[src/rtl/lsu_pkg.sv]
// Shared types for the load/store unit: FSM states, funct3 encodings,
// default memory window, and funct3 decode helpers.
package lsu_pkg;

  typedef enum logic [2:0] {
    IDLE  = 3'd0,
    RD_LO = 3'd1,
    RD_HI = 3'd2,
    WR_LO = 3'd3,
    WR_HI = 3'd4,
    DONE  = 3'd5
  } state_t;

  localparam logic [2:0] F3_B  = 3'b000;
  localparam logic [2:0] F3_H  = 3'b001;
  localparam logic [2:0] F3_W  = 3'b010;
  localparam logic [2:0] F3_BU = 3'b100;
  localparam logic [2:0] F3_HU = 3'b101;

  localparam logic [31:0] DEF_BASE_ADDR  = 32'h8000_0000;
  localparam int unsigned DEF_SIZE_BYTES = 1024;

  function automatic logic f3_legal(input logic [2:0] f3, input logic st);
    case (f3)
      F3_B, F3_H, F3_W: f3_legal = 1'b1;
      F3_BU, F3_HU:     f3_legal = !st;
      default:          f3_legal = 1'b0;
    endcase
  endfunction

  function automatic logic [2:0] f3_nbytes(input logic [2:0] f3);
    case (f3)
      F3_B, F3_BU: f3_nbytes = 3'd1;
      F3_H, F3_HU: f3_nbytes = 3'd2;
      default:     f3_nbytes = 3'd4;
    endcase
  endfunction

  function automatic logic f3_signed(input logic [2:0] f3);
    f3_signed = (f3 == F3_B) || (f3 == F3_H);
  endfunction

endpackage

[src/rtl/lsu_ctrl_if.sv]
// Core-side request/response and memory-port signals of the load/store unit.
// slave = the LSU itself; master = core plus data memory driving it.
interface lsu_ctrl_if;
  logic        req;
  logic        we;
  logic [2:0]  funct3;
  logic [31:0] addr;
  logic [31:0] wdata;
  logic        busy;
  logic        done;
  logic        err;
  logic [31:0] rdata;
  logic [31:0] mem_a;
  logic        mem_we;
  logic [31:0] mem_wd;
  logic [31:0] mem_rd;

  modport master (
    output req, we, funct3, addr, wdata, mem_rd,
    input  busy, done, err, rdata, mem_a, mem_we, mem_wd
  );

  modport slave (
    input  req, we, funct3, addr, wdata, mem_rd,
    output busy, done, err, rdata, mem_a, mem_we, mem_wd
  );
endinterface

[src/rtl/lsu_align.sv]
// Combinational lane steering: load extract/extend from the {hi,lo} word pair
// and byte-masked store merge into the same pair; zero latency, no handshake.
module lsu_align (
  input  logic [1:0]  off,
  input  logic [2:0]  nbytes,
  input  logic        sign,
  input  logic [31:0] lo_buf,
  input  logic [31:0] hi_buf,
  input  logic [31:0] wdata,
  output logic [31:0] ld_data,
  output logic [31:0] st_lo,
  output logic [31:0] st_hi
);

  logic [63:0] pair;
  logic [63:0] st_shift;
  logic [63:0] mask;
  logic [63:0] merged;
  logic [31:0] raw;
  logic [7:0]  bmask;

  always_comb begin
    pair    = {hi_buf, lo_buf};
    raw     = 32'(pair >> {off, 3'b000});
    ld_data = raw;
    case (nbytes)
      3'd1:    ld_data = sign ? {{24{raw[7]}}, raw[7:0]}   : {24'b0, raw[7:0]};
      3'd2:    ld_data = sign ? {{16{raw[15]}}, raw[15:0]} : {16'b0, raw[15:0]};
      default: ld_data = raw;
    endcase

    // Byte enables across both words; bytes outside them keep the read-back value.
    bmask = ((nbytes == 3'd1) ? 8'h01 : (nbytes == 3'd2) ? 8'h03 : 8'h0F) << off;
    mask  = '0;
    for (int i = 0; i < 8; i++) begin
      mask[8*i +: 8] = {8{bmask[i]}};
    end
    st_shift = {32'b0, wdata} << {off, 3'b000};
    merged   = (pair & ~mask) | (st_shift & mask);
    st_lo    = merged[31:0];
    st_hi    = merged[63:32];
  end

endmodule

[src/rtl/lsu_ctrl.sv]
// Load/store unit: splits word-crossing accesses and does read-modify-write for sub-word stores.
// Done 1..5 cycles after accept; requests seen while busy are ignored, not queued.
module lsu_ctrl
  import lsu_pkg::*;
#(
  parameter logic [31:0] BASE_ADDR  = DEF_BASE_ADDR,
  parameter int unsigned SIZE_BYTES = DEF_SIZE_BYTES
) (
  input  logic        clk,
  input  logic        rst,
  lsu_ctrl_if.slave   bus
);

  state_t      state;
  logic [31:0] addr_q;
  logic        we_q;
  logic [2:0]  f3_q;
  logic [31:0] wdata_q;
  logic [31:0] lo_buf;
  logic [31:0] hi_buf;
  logic [31:0] rdata_q;
  logic        err_q;

  function automatic logic in_win(input logic [31:0] a);
    logic [31:0] rel;
    rel    = a - BASE_ADDR;
    in_win = rel <= (SIZE_BYTES - 32'd4);
  endfunction

  // Fault check on the incoming request, before anything is latched.
  logic [31:0] in_lo_a;
  logic [31:0] in_hi_a;
  logic        in_span;
  logic        acc_fault;
  logic        acc_sw_aligned;

  assign in_lo_a   = {bus.addr[31:2], 2'b00};
  assign in_hi_a   = in_lo_a + 32'd4;
  assign in_span   = ({1'b0, bus.addr[1:0]} + f3_nbytes(bus.funct3)) > 3'd4;
  assign acc_fault = !f3_legal(bus.funct3, bus.we) || !in_win(in_lo_a) ||
                     (in_span && !in_win(in_hi_a));
  assign acc_sw_aligned = bus.we && (bus.funct3 == F3_W) && (bus.addr[1:0] == 2'b00);

  logic [31:0] lo_a_q;
  logic [31:0] hi_a_q;
  logic [2:0]  nbytes_q;
  logic        span_q;

  assign lo_a_q   = {addr_q[31:2], 2'b00};
  assign hi_a_q   = lo_a_q + 32'd4;
  assign nbytes_q = f3_nbytes(f3_q);
  assign span_q   = ({1'b0, addr_q[1:0]} + nbytes_q) > 3'd4;

  // The word being read this cycle feeds the extractor directly so rdata can load on DONE entry.
  logic [31:0] lo_eff;
  logic [31:0] hi_eff;
  logic [31:0] ld_data;
  logic [31:0] st_lo;
  logic [31:0] st_hi;

  assign lo_eff = (state == RD_LO) ? bus.mem_rd : lo_buf;
  assign hi_eff = (state == RD_HI) ? bus.mem_rd : hi_buf;

  lsu_align u_align (
    .off     (addr_q[1:0]),
    .nbytes  (nbytes_q),
    .sign    (f3_signed(f3_q)),
    .lo_buf  (lo_eff),
    .hi_buf  (hi_eff),
    .wdata   (wdata_q),
    .ld_data (ld_data),
    .st_lo   (st_lo),
    .st_hi   (st_hi)
  );

  always_ff @(posedge clk or posedge rst) begin
    if (rst) begin
      state   <= IDLE;
      addr_q  <= '0;
      we_q    <= 1'b0;
      f3_q    <= '0;
      wdata_q <= '0;
      lo_buf  <= '0;
      hi_buf  <= '0;
      rdata_q <= '0;
      err_q   <= 1'b0;
    end else begin
      case (state)
        IDLE, DONE: begin
          if (bus.req) begin
            addr_q  <= bus.addr;
            we_q    <= bus.we;
            f3_q    <= bus.funct3;
            wdata_q <= bus.wdata;
            err_q   <= acc_fault;
            if (acc_fault)           state <= DONE;
            else if (acc_sw_aligned) state <= WR_LO;
            else                     state <= RD_LO;
          end else begin
            err_q <= 1'b0;
            state <= IDLE;
          end
        end
        RD_LO: begin
          lo_buf <= bus.mem_rd;
          if (span_q)    state <= RD_HI;
          else if (we_q) state <= WR_LO;
          else begin
            rdata_q <= ld_data;
            state   <= DONE;
          end
        end
        RD_HI: begin
          hi_buf <= bus.mem_rd;
          if (we_q) state <= WR_LO;
          else begin
            rdata_q <= ld_data;
            state   <= DONE;
          end
        end
        WR_LO:   state <= span_q ? WR_HI : DONE;
        WR_HI:   state <= DONE;
        default: state <= IDLE;
      endcase
    end
  end

  always_comb begin
    bus.mem_a  = '0;
    bus.mem_we = 1'b0;
    bus.mem_wd = '0;
    case (state)
      RD_LO: bus.mem_a = lo_a_q;
      RD_HI: bus.mem_a = hi_a_q;
      WR_LO: begin
        bus.mem_a  = lo_a_q;
        bus.mem_we = 1'b1;
        bus.mem_wd = st_lo;
      end
      WR_HI: begin
        bus.mem_a  = hi_a_q;
        bus.mem_we = 1'b1;
        bus.mem_wd = st_hi;
      end
      default: ;
    endcase
  end

  assign bus.busy  = (state != IDLE) && (state != DONE);
  assign bus.done  = (state == DONE);
  assign bus.err   = err_q;
  assign bus.rdata = rdata_q;

endmodule

[src/flat_wrapper.sv]
// flat-port wrapper written by rule: the top's interface ports become plain ports
module lsu_ctrl_flat import lsu_pkg::*;
#(
  parameter logic [31:0] BASE_ADDR  = DEF_BASE_ADDR,
  parameter int unsigned SIZE_BYTES = DEF_SIZE_BYTES
)
  (clk, rst, bus_req, bus_we, bus_funct3, bus_addr, bus_wdata, bus_mem_rd, bus_busy, bus_done, bus_err, bus_rdata, bus_mem_a, bus_mem_we, bus_mem_wd);
  lsu_ctrl_if bus_i ();
  input  logic clk;
  input  logic rst;
  input wire logic [$bits(bus_i.req)-1:0] bus_req;
  input wire logic [$bits(bus_i.we)-1:0] bus_we;
  input wire logic [$bits(bus_i.funct3)-1:0] bus_funct3;
  input wire logic [$bits(bus_i.addr)-1:0] bus_addr;
  input wire logic [$bits(bus_i.wdata)-1:0] bus_wdata;
  input wire logic [$bits(bus_i.mem_rd)-1:0] bus_mem_rd;
  output wire logic [$bits(bus_i.busy)-1:0] bus_busy;
  output wire logic [$bits(bus_i.done)-1:0] bus_done;
  output wire logic [$bits(bus_i.err)-1:0] bus_err;
  output wire logic [$bits(bus_i.rdata)-1:0] bus_rdata;
  output wire logic [$bits(bus_i.mem_a)-1:0] bus_mem_a;
  output wire logic [$bits(bus_i.mem_we)-1:0] bus_mem_we;
  output wire logic [$bits(bus_i.mem_wd)-1:0] bus_mem_wd;
  assign bus_i.req = bus_req;
  assign bus_i.we = bus_we;
  assign bus_i.funct3 = bus_funct3;
  assign bus_i.addr = bus_addr;
  assign bus_i.wdata = bus_wdata;
  assign bus_i.mem_rd = bus_mem_rd;
  assign bus_busy = bus_i.busy;
  assign bus_done = bus_i.done;
  assign bus_err = bus_i.err;
  assign bus_rdata = bus_i.rdata;
  assign bus_mem_a = bus_i.mem_a;
  assign bus_mem_we = bus_i.mem_we;
  assign bus_mem_wd = bus_i.mem_wd;
  lsu_ctrl #(.BASE_ADDR(BASE_ADDR), .SIZE_BYTES(SIZE_BYTES)) u_core (.clk(clk), .rst(rst), .bus(bus_i));
endmodule
[config.mk]
export PLATFORM = sky130hd
export DESIGN_NAME = lsu_ctrl_flat
export DESIGN_NICKNAME = d
export VERILOG_FILES = /design/src/rtl/lsu_pkg.sv /design/src/rtl/lsu_ctrl_if.sv /design/src/rtl/lsu_align.sv /design/src/rtl/lsu_ctrl.sv /design/src/flat_wrapper.sv
export SDC_FILE = /design/constraint.sdc
export NUM_CORES = 1
export LEC_CHECK = 0
export ABC_AREA = 1
export BUFFER_PORTS_ARGS = -buffer_cell sky130_fd_sc_hd__buf_2
export CORE_ASPECT_RATIO = 1.4
export CORE_UTILIZATION = 45
export CTS_CLUSTER_DIAMETER = 150
export DETAILED_ROUTE_END_ITERATION = 10
export PLACE_DENSITY = 0.67
export SLEW_MARGIN = 40
export SYNTH_ARGS = -nofsm -noshare
export SYNTH_HDL_FRONTEND = slang
export SYNTH_SLANG_ARGS = --single-unit
[constraint.sdc]
create_clock -name clk -period 15.5 [get_ports clk]
set_input_delay 1.55 -clock clk [delete_from_list [all_inputs] [get_ports clk]]
set_output_delay 1.55 -clock clk [all_outputs]
set_load 0.05 [all_outputs]
# Word level (Yosys, flattened, before mapping)
# Cells that the tools add are included.
# word_totals
register_bits	168
in_bits	103
out_inout_bits	100
wordCells	95
# classes
n_addsub	6
n_lt_le_gt_ge	4
eq_ne	16
shifts	3
mux	24
n_bitwise	4
n_reduce_logical	29
# ops
op	n
one-hot mux 32 bit (2 select lines)	4
2-to-1 mux 32 bit	6
bitwise AND 64 bit	2
adder 32 x 3 -> 32 bit, second input constant	2
<= comparator 32 x 10 -> 1 bit, second input constant	2
inverter 64 bit	1
bitwise OR 64 bit	1
<< shifter 32 x 5 -> 64 bit	1
right shift 64 x 5 -> 32 bit	1
subtractor 32 bit, second input constant	2
equality test 3 bit, second input constant	6
OR reduction 2 bit	9
one-hot mux 3 bit (5 select lines)	1
equality test 3 x 1 -> 1 bit, second input constant	4
equality test 3 x 2 -> 1 bit, second input constant	4
2-to-1 mux 3 bit	4
one-hot mux 3 bit (2 select lines)	2
zero test 3 bit	3
2-to-1 mux 4 bit	2
<< shifter 4 x 2 -> 8 bit	1
adder 2 x 3 -> 3 bit	2
greater-than comparator 3 bit, second input constant	2
logical AND 1 bit	4
zero test 1 bit	4
11 further kinds	16

# Longest topological paths before layout
# Gate-level depths: netlist of the first run.
# logic_depth
ltp_word	11
depth_mapped	17
ltp_nobuf	16

# Modules after synthesis
# From an unflattened synthesis of the first run, not the netlist that was laid out.
# unflattened
cells_unflattened	1660
hier_area_um2	11394.7
# by_module_without_submodules
module	n_inst	cells_per_inst	area_per_inst_um2	seq_area_each_um2
lsu_ctrl	1	1103	8784.7	4204.0
lsu_align	1	557	2610.0	0.0

# Worst setup path before layout of the first run
# No wires, ideal clock.
# synth_path
path_type	input port to output port
from	input port bus_mem_rd[21]
to	output port bus_mem_wd[21]
arrival_ns	3.002
t_required_ns	13.950
path_slack_ns	10.948
path_stages	5
n_path_buf	0
cell_sequence	inv_1 > o21a_1 > inv_1 > o21ai_0 > o21ai_0
# synth_between
elab_chain_len	4
word_cells_on_any_way	5
cone_classes	3 x mux; 2 x bitwise
# synth_rtl
element	line	text
from (decl)	flat_wrapper.sv:16	input wire logic [$bits(bus_i.mem_rd)-1:0] bus_mem_rd;
2-to-1 mux 32 bit	lsu_ctrl.sv:61	assign lo_eff = (state == RD_LO) ? bus.mem_rd : lo_buf;
via u_core.lo_eff[21]	lsu_ctrl.sv:55	logic [31:0] lo_eff;
bitwise AND 64 bit	lsu_align.sv:39	merged = (pair & ~mask) | (st_shift & mask);
bitwise OR 64 bit	lsu_align.sv:39	
one-hot mux 32 bit (2 select lines)	lsu_ctrl.sv:132	case (state)
to (decl)	flat_wrapper.sv:23	output wire logic [$bits(bus_i.mem_wd)-1:0] bus_mem_wd;
# The timed path passes the listed nets, and every way through them passes these cells.

# Worst setup path after layout of the first run
# layout_path
from	register u_core.addr_q[0]
to	output port bus_mem_wd[6]
# layout_between
elab_chain_len	5
word_cells_on_any_way	7
cone_classes	2 x shift; 1 x mux; 4 x bitwise
# layout_rtl
element	line	text
from (decl)	lsu_ctrl.sv:15	logic [31:0] addr_q;
from (signal assigned)	lsu_ctrl.sv:91	addr_q <= bus.addr;
parallel branches: the longest is 3 deep, another holds << shifter 32 x 5 -> 64 bit	--	
bitwise OR 64 bit *	lsu_align.sv:39	
one-hot mux 32 bit (2 select lines) *	lsu_ctrl.sv:132	
# Every way passes the cells marked *.

==> metrics.cfg, run 1 <==
[run_status]
status = completed

[setup_path]
r2r_end = u_core.bus.rdata[1]
crit_fanout = 59
cp.required_ns = 13.95
arrival_ns = 4.22
regToRegSetupSlack_ns = 11.93
slowest_stage = nor2_1
critPathCaptureType = output pin
worstSetupStartpointType = flip-flop
worstPathCellList = buf_4 -> inv_2 -> nor2_1 -> inv_1 -> o22ai_2 -> o221ai_1 -> o21ai_0 -> o22ai_1 -> buf_2
max_stage_delay_ns = 0.71
startpoint = u_core.addr_q[0]
r2r-start = u_core.addr_q[1]
worstSetupEndpoint = bus_mem_wd[6]
rr_worst_depth = 13
crit_type = reg2out

[logic_synthesis]
yosysWarningCount = 0
netlist_instances = 1524
ys_seq_area_frac = 0.399
postSynthAreaPerCell_um2 = 6.91
ys_top_cells_by_area = dfrtp_1 40%, nand2_1 17%, o21ai_0 9.3%
ys_types = 47
synth_compound_area_frac = 0.214
synthFlopType = dfrtp_1
synth_simple_gate_area_share = 0.268
synth-edff-count = 0
yosys.area.top_type = dfrtp_1
synth_mux_area_frac = 0.00475
ys_ff_latch = 168
synthArstFlopShare = 1.00
netlist_area_um2 = 10500
yosys.area.top_type_share = 0.399
synth_xor_area_frac = 0.00915
synthAdderAreaFrac = 0.0109
synth_top_family_by_area = simple AND/OR/NAND/NOR gates

[drt]
vias_per_cell = 5.54
remaining_drc_errors = 0
vias = 11100
wl_per_cell_um = 19.7
ant_nets = 0
dr.first_iter.drc_count = 886
dr.pass1.iters = 7
wirelength_mm = 39.4

[pwr]
switching_share = 0.578
power_frac_comb = 0.636
p_switching_mw = 1.95
ir_worst_vdd_mv = 0.131
p_leak_nw = 6.13
pwr-share-seq = 0.234
powerDensity_nw_per_um2 = 275
p_clk_frac = 0.131
power.internal_mw = 1.43

[die]
die_area_um2 = 24000
initial_core_util = 0.463
io_pins = 203
die_y_um = 183
core_area_um2 = 22800
num_rows = 65
die_w_um = 131

[cells_and_area]
nets = 1793
drive_gt1_frac = 0.171
final_cell_mix = 462 x nand2_1, 200 x buf_2, 195 x o21ai_0
fin_cells = 1997
mostFrequentLayoutCell = nand2_1
syn_to_final_growth_pct = 16.7
stdcell_area_um2 = 12300
utilization = 0.540
final.fill_count = 2385

[sta]
rsz0062_at_grt = false
relSlewSlack = 0.444
fin_setup_tns_ns = 0
tightest_slew_ns = 0.834
setup_viol = 0
max_freq_mhz = 173
finClkSkew_ns = 0.00675
drv_slew = 0
final.period_utilization = 0.372
period_minus_slack_ns = 5.77
whs_ns = 0.483
finalHoldViolCount = 0

[job]
maxCapViolations = 0

[clocking]
clock_sinks = 168
clk_pin_slew_ns = 0.07
cts_tree = built
cts_buffers = 17
root_buffer = clkbuf_16
clkLatencyLatePin_ns = 0.44
cts_resized = 0
clk_path_buf_depth = 2
cts-htree-levels = 4
post_cts_buffers = 0
hold_buffers = 0

[grt]
grt_pass1_vias = 10800
grt_pass1_wl_mm = 60.7
gr-total-overflow = 0
grtUsageTotal = 0.334
antenna_found_initial = 1
grt_max_degree = 100

[placement]
hpwl_mm = 30.3
numPortBuffers = 200
dp.cells = 1964
postPlaceCellArea_um2 = 11700
place_congestion = 1.00

[worst_hold_path]
min_from = u_core.bus.rdata[25]
hold_class = reg2reg

## cell type report
class / count / area (um^2) / area share
diodes: 1 / 2.50 / 0.000204
clock buffers: 17 / 425 / 0.0346
clock inverters: 15 / 174 / 0.0142
inverters: 174 / 661 / 0.0538
multi-input cells: 1110 / 5360 / 0.436
flip-flops and latches: 168 / 4210 / 0.342
well taps: 301 / 377 / 0.0306
repair buffers: 211 / 1090 / 0.0885
## how the worst min path moves through the flow
stage,endpoint,slack [ns],cells past startpoint
finish,u_core.bus.rdata[25],0.48,2
CTS,u_core.hi_buf[31],0.48,2
global route,u_core.bus.err,0.51,2
detailed placement,u_core.bus.rdata[7],0.47,2
floorplan,u_core.hi_buf[31],0.44,2
global placement,u_core.hi_buf[31],0.46,2
## flip-flops by register name, summed over array words and instances, names as in the netlist
register,cells
u_core.addr_q,32
u_core.bus.rdata,32
u_core.hi_buf,32
u_core.lo_buf,32
u_core.wdata_q,32
u_core.f3_q,3
u_core.state,3
u_core.bus.err,1
u_core.we_q,1
## cell usage after synthesis, types with 2 or more instances
master,instances
nor3_2,2
buf_6,3
fa_1,2
xor2_1,11
buf_2,17
dfrtp_1,168
o21ai_2,10
nand2_1,465
inv_1,164
clkbuf_1,42
or2_2,5
o32ai_1,3
ha_1,6
o21ai_1,30
nor4_1,4
a31oi_1,14
a21oi_1,33
nand3b_1,2
nor3_1,15
o22ai_1,30
nor2_2,8
a41oi_1,3
buf_1,7
o211ai_1,21
mux2i_1,5
o21a_1,9
nor2_1,135
a221oi_1,6
buf_4,4
o22a_1,8
inv_2,9
o221ai_1,16
o21ai_0,195
nand3_1,47
nand4_1,13
## metrics by stage
stage / setup slack [ns] / total power, mW
2_1_floorplan: 9.40 / 2.29
3_3_place_gp: 10.42 / 2.88
3_5_place_dp: 10.33 / 2.91
4_1_cts: 9.84 / 3.35
5_1_grt: 9.50 / 3.57
6_report: 9.73 / 3.38
## routing by layer
layer | track usage | vias to the layer above | share of wire
li1 | - | 5329 | -
met1 | 0.377 | 5152 | 0.38
met2 | 0.600 | 459 | 0.51
met3 | 0.0489 | 114 | 0.055
met4 | 0.196 | 0 | 0.058
met5 | 0 | - | 0
## logic make-up (layout without fill, tap and decap cells)
| logic type | Yosys count | after routing |
|---|---|---|
| compound gates | 384 | 384 |
| xor+xnor | 11 | 11 |
| fa+ha+maj | 8 | 8 |
| buf+inv | 247 | 417 |
| flops | 168 | 168 |
| mux | 5 | 5 |
| other cells | 1 | 3 |
| simple gates | 700 | 700 |
## critical path, delay by kind of cell (launching register included)
kind	cells	cell delay, ns
AND/OR/NAND/NOR	1	0.71
flip-flops	1	0.34
buffers and inverters	4	1.58
AO/OA/AOI/OAI	4	1.14
## power by group through the flow
stage,registers (mW),logic (mW),clock network [mW]
after floorplan,0.908,1.38,0
after global placement,0.786,2.10,0
after detailed placement,0.794,2.11,0
after CTS,0.786,2.12,0.446
after global routing,0.813,2.29,0.465
final,0.789,2.15,0.442
Note: power is estimated with default switching activity, not from simulation.
==> run 2: changes to the inputs <==
- ABC_AREA: 1 -> 0
- PLACE_DENSITY: 0.67 -> 0.7
- clock period: 15.5 -> 5 ns (I/O delays scaled with it)
==> metrics.cfg, run 2 <==
[run_status]
status = completed

[logic_synthesis]
synth_mux_area_frac = 0.230  ; +0.225
synthAdderAreaFrac = 0.0112  ; +0.000314
netlist_top_cells_count = 168 x dfrtp_1, 101 x nand2_1, 86 x nor2_1
synth_simple_gate_area_share = 0.141  ; -0.128
ys_top_cells_by_area = dfrtp_1 41%, mux2_2 7.5%, mux4_2 6.6%
yosys.area.top_type = dfrtp_1
yosysWarningCount = 0  ; unchanged
synth_top_family_by_area = multiplexers
synthArstFlopShare = 1.00  ; unchanged
postSynthAreaPerCell_um2 = 10.0  ; +45%
ys_types = 69  ; +47%
netlist_instances = 1023  ; -33%
synthFlopType = dfrtp_1
synth-edff-count = 0  ; unchanged
yosys.area.top_type_share = 0.411  ; +0.0115
post-synth-top-count-cell = dfrtp_1
synth_xor_area_frac = 0.0128  ; +0.00368
ys_ff_latch = 168  ; unchanged
synth_compound_area_frac = 0.138  ; -0.0761
ys_seq_area_frac = 0.411  ; +0.0115
netlist_area_um2 = 10200  ; -2.8%

[setup_path]
critPathCaptureType = output pin
crit_fanout = 23  ; -61%
worstSetupStartpointType = flip-flop
crit_type = reg2out
arrival_ns = 3.56  ; -0.66 ns
cp.required_ns = 4.50  ; -9.45 ns

[die]
io_pins = 203  ; unchanged
die_y_um = 180  ; -1.4%
initial_core_util = 0.463  ; +0.000731
die_w_um = 129  ; -1.4%
die_area_um2 = 23400  ; -2.8%
num_rows = 64  ; -1.5%
core_area_um2 = 22100  ; -2.9%

[drt]
remaining_drc_errors = 0  ; unchanged
dr.first_iter.drc_count = 638  ; -28%
vias_per_cell = 5.81  ; +5.0%
wl_per_cell_um = 20.1  ; +2.1%
vias = 8744  ; -21%
ant_nets = 0  ; unchanged
dr.pass1.iters = 5  ; -2
wirelength_mm = 30.3  ; -23%

[clocking]
cts-htree-levels = 4  ; unchanged
clk_path_buf_depth = 2  ; unchanged
cts_tree = built
cts_resized = 0  ; unchanged
hold_buffers = 0  ; unchanged
clkLatencyLatePin_ns = 0.44  ; about the same
post_cts_buffers = 0  ; unchanged
root_buffer = clkbuf_16
clk_pin_slew_ns = 0.06  ; about the same
cts_buffers = 17  ; unchanged
clock_sinks = 168  ; unchanged

[sta]
tightest_slew_ns = 0.760  ; -0.0735 ns
finalHoldViolCount = 0  ; unchanged
setup_viol = 0  ; unchanged
relSlewSlack = 0.479  ; +0.0345
period_minus_slack_ns = 4.06
max_freq_mhz = 246
rsz0062_at_grt = false
final.period_utilization = 0.812
finClkSkew_ns = 0.0108  ; +0.00405 ns
fin_setup_tns_ns = 0  ; unchanged
drv_slew = 0  ; unchanged

[grt]
grt_pass1_vias = 8462  ; -22%
grt_pass1_wl_mm = 47.1  ; -22%
gr-total-overflow = 0  ; unchanged
grt_max_degree = 86  ; -14%
grtUsageTotal = 0.267  ; -0.0678
antenna_found_initial = 2  ; +1

[cells_and_area]
final.fill_count = 2021  ; -15%
mostFrequentLayoutCell = buf_2
syn_to_final_growth_pct = 17.7
drive_gt1_frac = 0.305  ; +0.134
final_cell_mix = 200 x buf_2, 167 x dfrtp_1, 99 x nand2_1
nets = 1304  ; -27%

[placement]
hpwl_mm = 22.3  ; -26%
place_congestion = 0.946  ; -5.6%
numPortBuffers = 200  ; unchanged

[worst_hold_path]
hold_class = in2async

[job]
maxCapViolations = 0  ; unchanged

run 2: changes by cell type in the layout (fill, tap and decap cells not counted), sizes merged, moves of 17 or more:
cell | previous run | this run
mux2 | 0 | 87
mux4 | 0 | 30
inv | 176 | 67
nand2 | 466 | 101
nand3 | 48 | 19
nor2b | 0 | 17
o21ai | 235 | 78
o22ai | 31 | 13
mux2i | 5 | 66
nor2 | 144 | 86
a21oi | 33 | 51
run 2: kinds of logic (layout without fill, tap and decap cells):
group           Yosys count  in the layout
compound gates          220            220
other cells               1              5
xor+xnor                 15             15
flops                   168            168
buf+inv                 126            307
simple gates            302            302
fa+ha+maj                 8              8
mux                     183            183
run 2: critical path, stage by stage, from the launching register on:
cell,delay [ns]
dfrtp_1,0.40
nor2b_1,0.21
inv_1,0.10
ha_1,0.73
nand2_1,0.49
nor2_1,0.20
buf_4,0.23
a21oi_1,0.09
o21ai_0,0.34
buf_2,0.34
run 2: worst paths after layout:
kind	cells after the start	end	from	slack [ns]
worst max-delay path	9	bus_mem_wd[22]	u_core.f3_q[1]	0.94
max in group asynchronous	4	u_core.bus.rdata[5]	rst	4.04
worst min register to register	2	u_core.hi_buf[31]	u_core.hi_buf[31]	0.48
worst min-delay path	3	u_core.hi_buf[29]	rst	0.19
worst max register to register	10	u_core.bus.rdata[18]	u_core.addr_q[0]	1.59
min in group clk	2	u_core.wdata_q[0]	bus_wdata[0]	0.28
run 2: metal layers:
layer / up-vias / wire length [um] / track usage
met1: 4256 / 11900 / 0.335
met4: 0 / 1210 / 0.125
met2: 404 / 14700 / 0.431
met5: - / 0 / 0
li1: 4010 / - / -
met3: 74 / 2480 / 0.0609
run 2: metrics by stage:
stage / worst slack, ns / util / cell area (um^2) / hold slack (ns) / std cells
floorplan: 1.33 / - / 10200 / 0.442 / 1024
global placement: 1.41 / 0.516 / 11400 / 0.455 / 1470
detailed placement: 1.46 / 0.517 / 11400 / 0.468 / 1471
CTS: 1.00 / 0.544 / 12000 / 0.207 / 1502
global route: 0.737 / 0.545 / 12000 / 0.235 / 1502
finish: 0.939 / 0.545 / 12000 / 0.188 / 1505
run 2: final cells by class:
class	count	area (um^2)	area share
clock buffers	21	460	0.0382
clock inverters	10	136	0.0113
flip-flops and latches	168	4210	0.349
diodes	3	7.51	0.000623
multi-input cells	730	5490	0.456
inverters	63	243	0.0201
repair buffers	213	1130	0.0939
well taps	297	372	0.0308
Power of run 2 is left out: the tool's default activity adds up to more than one toggle a clock period on the data nets, which glitch-free logic cannot reach.
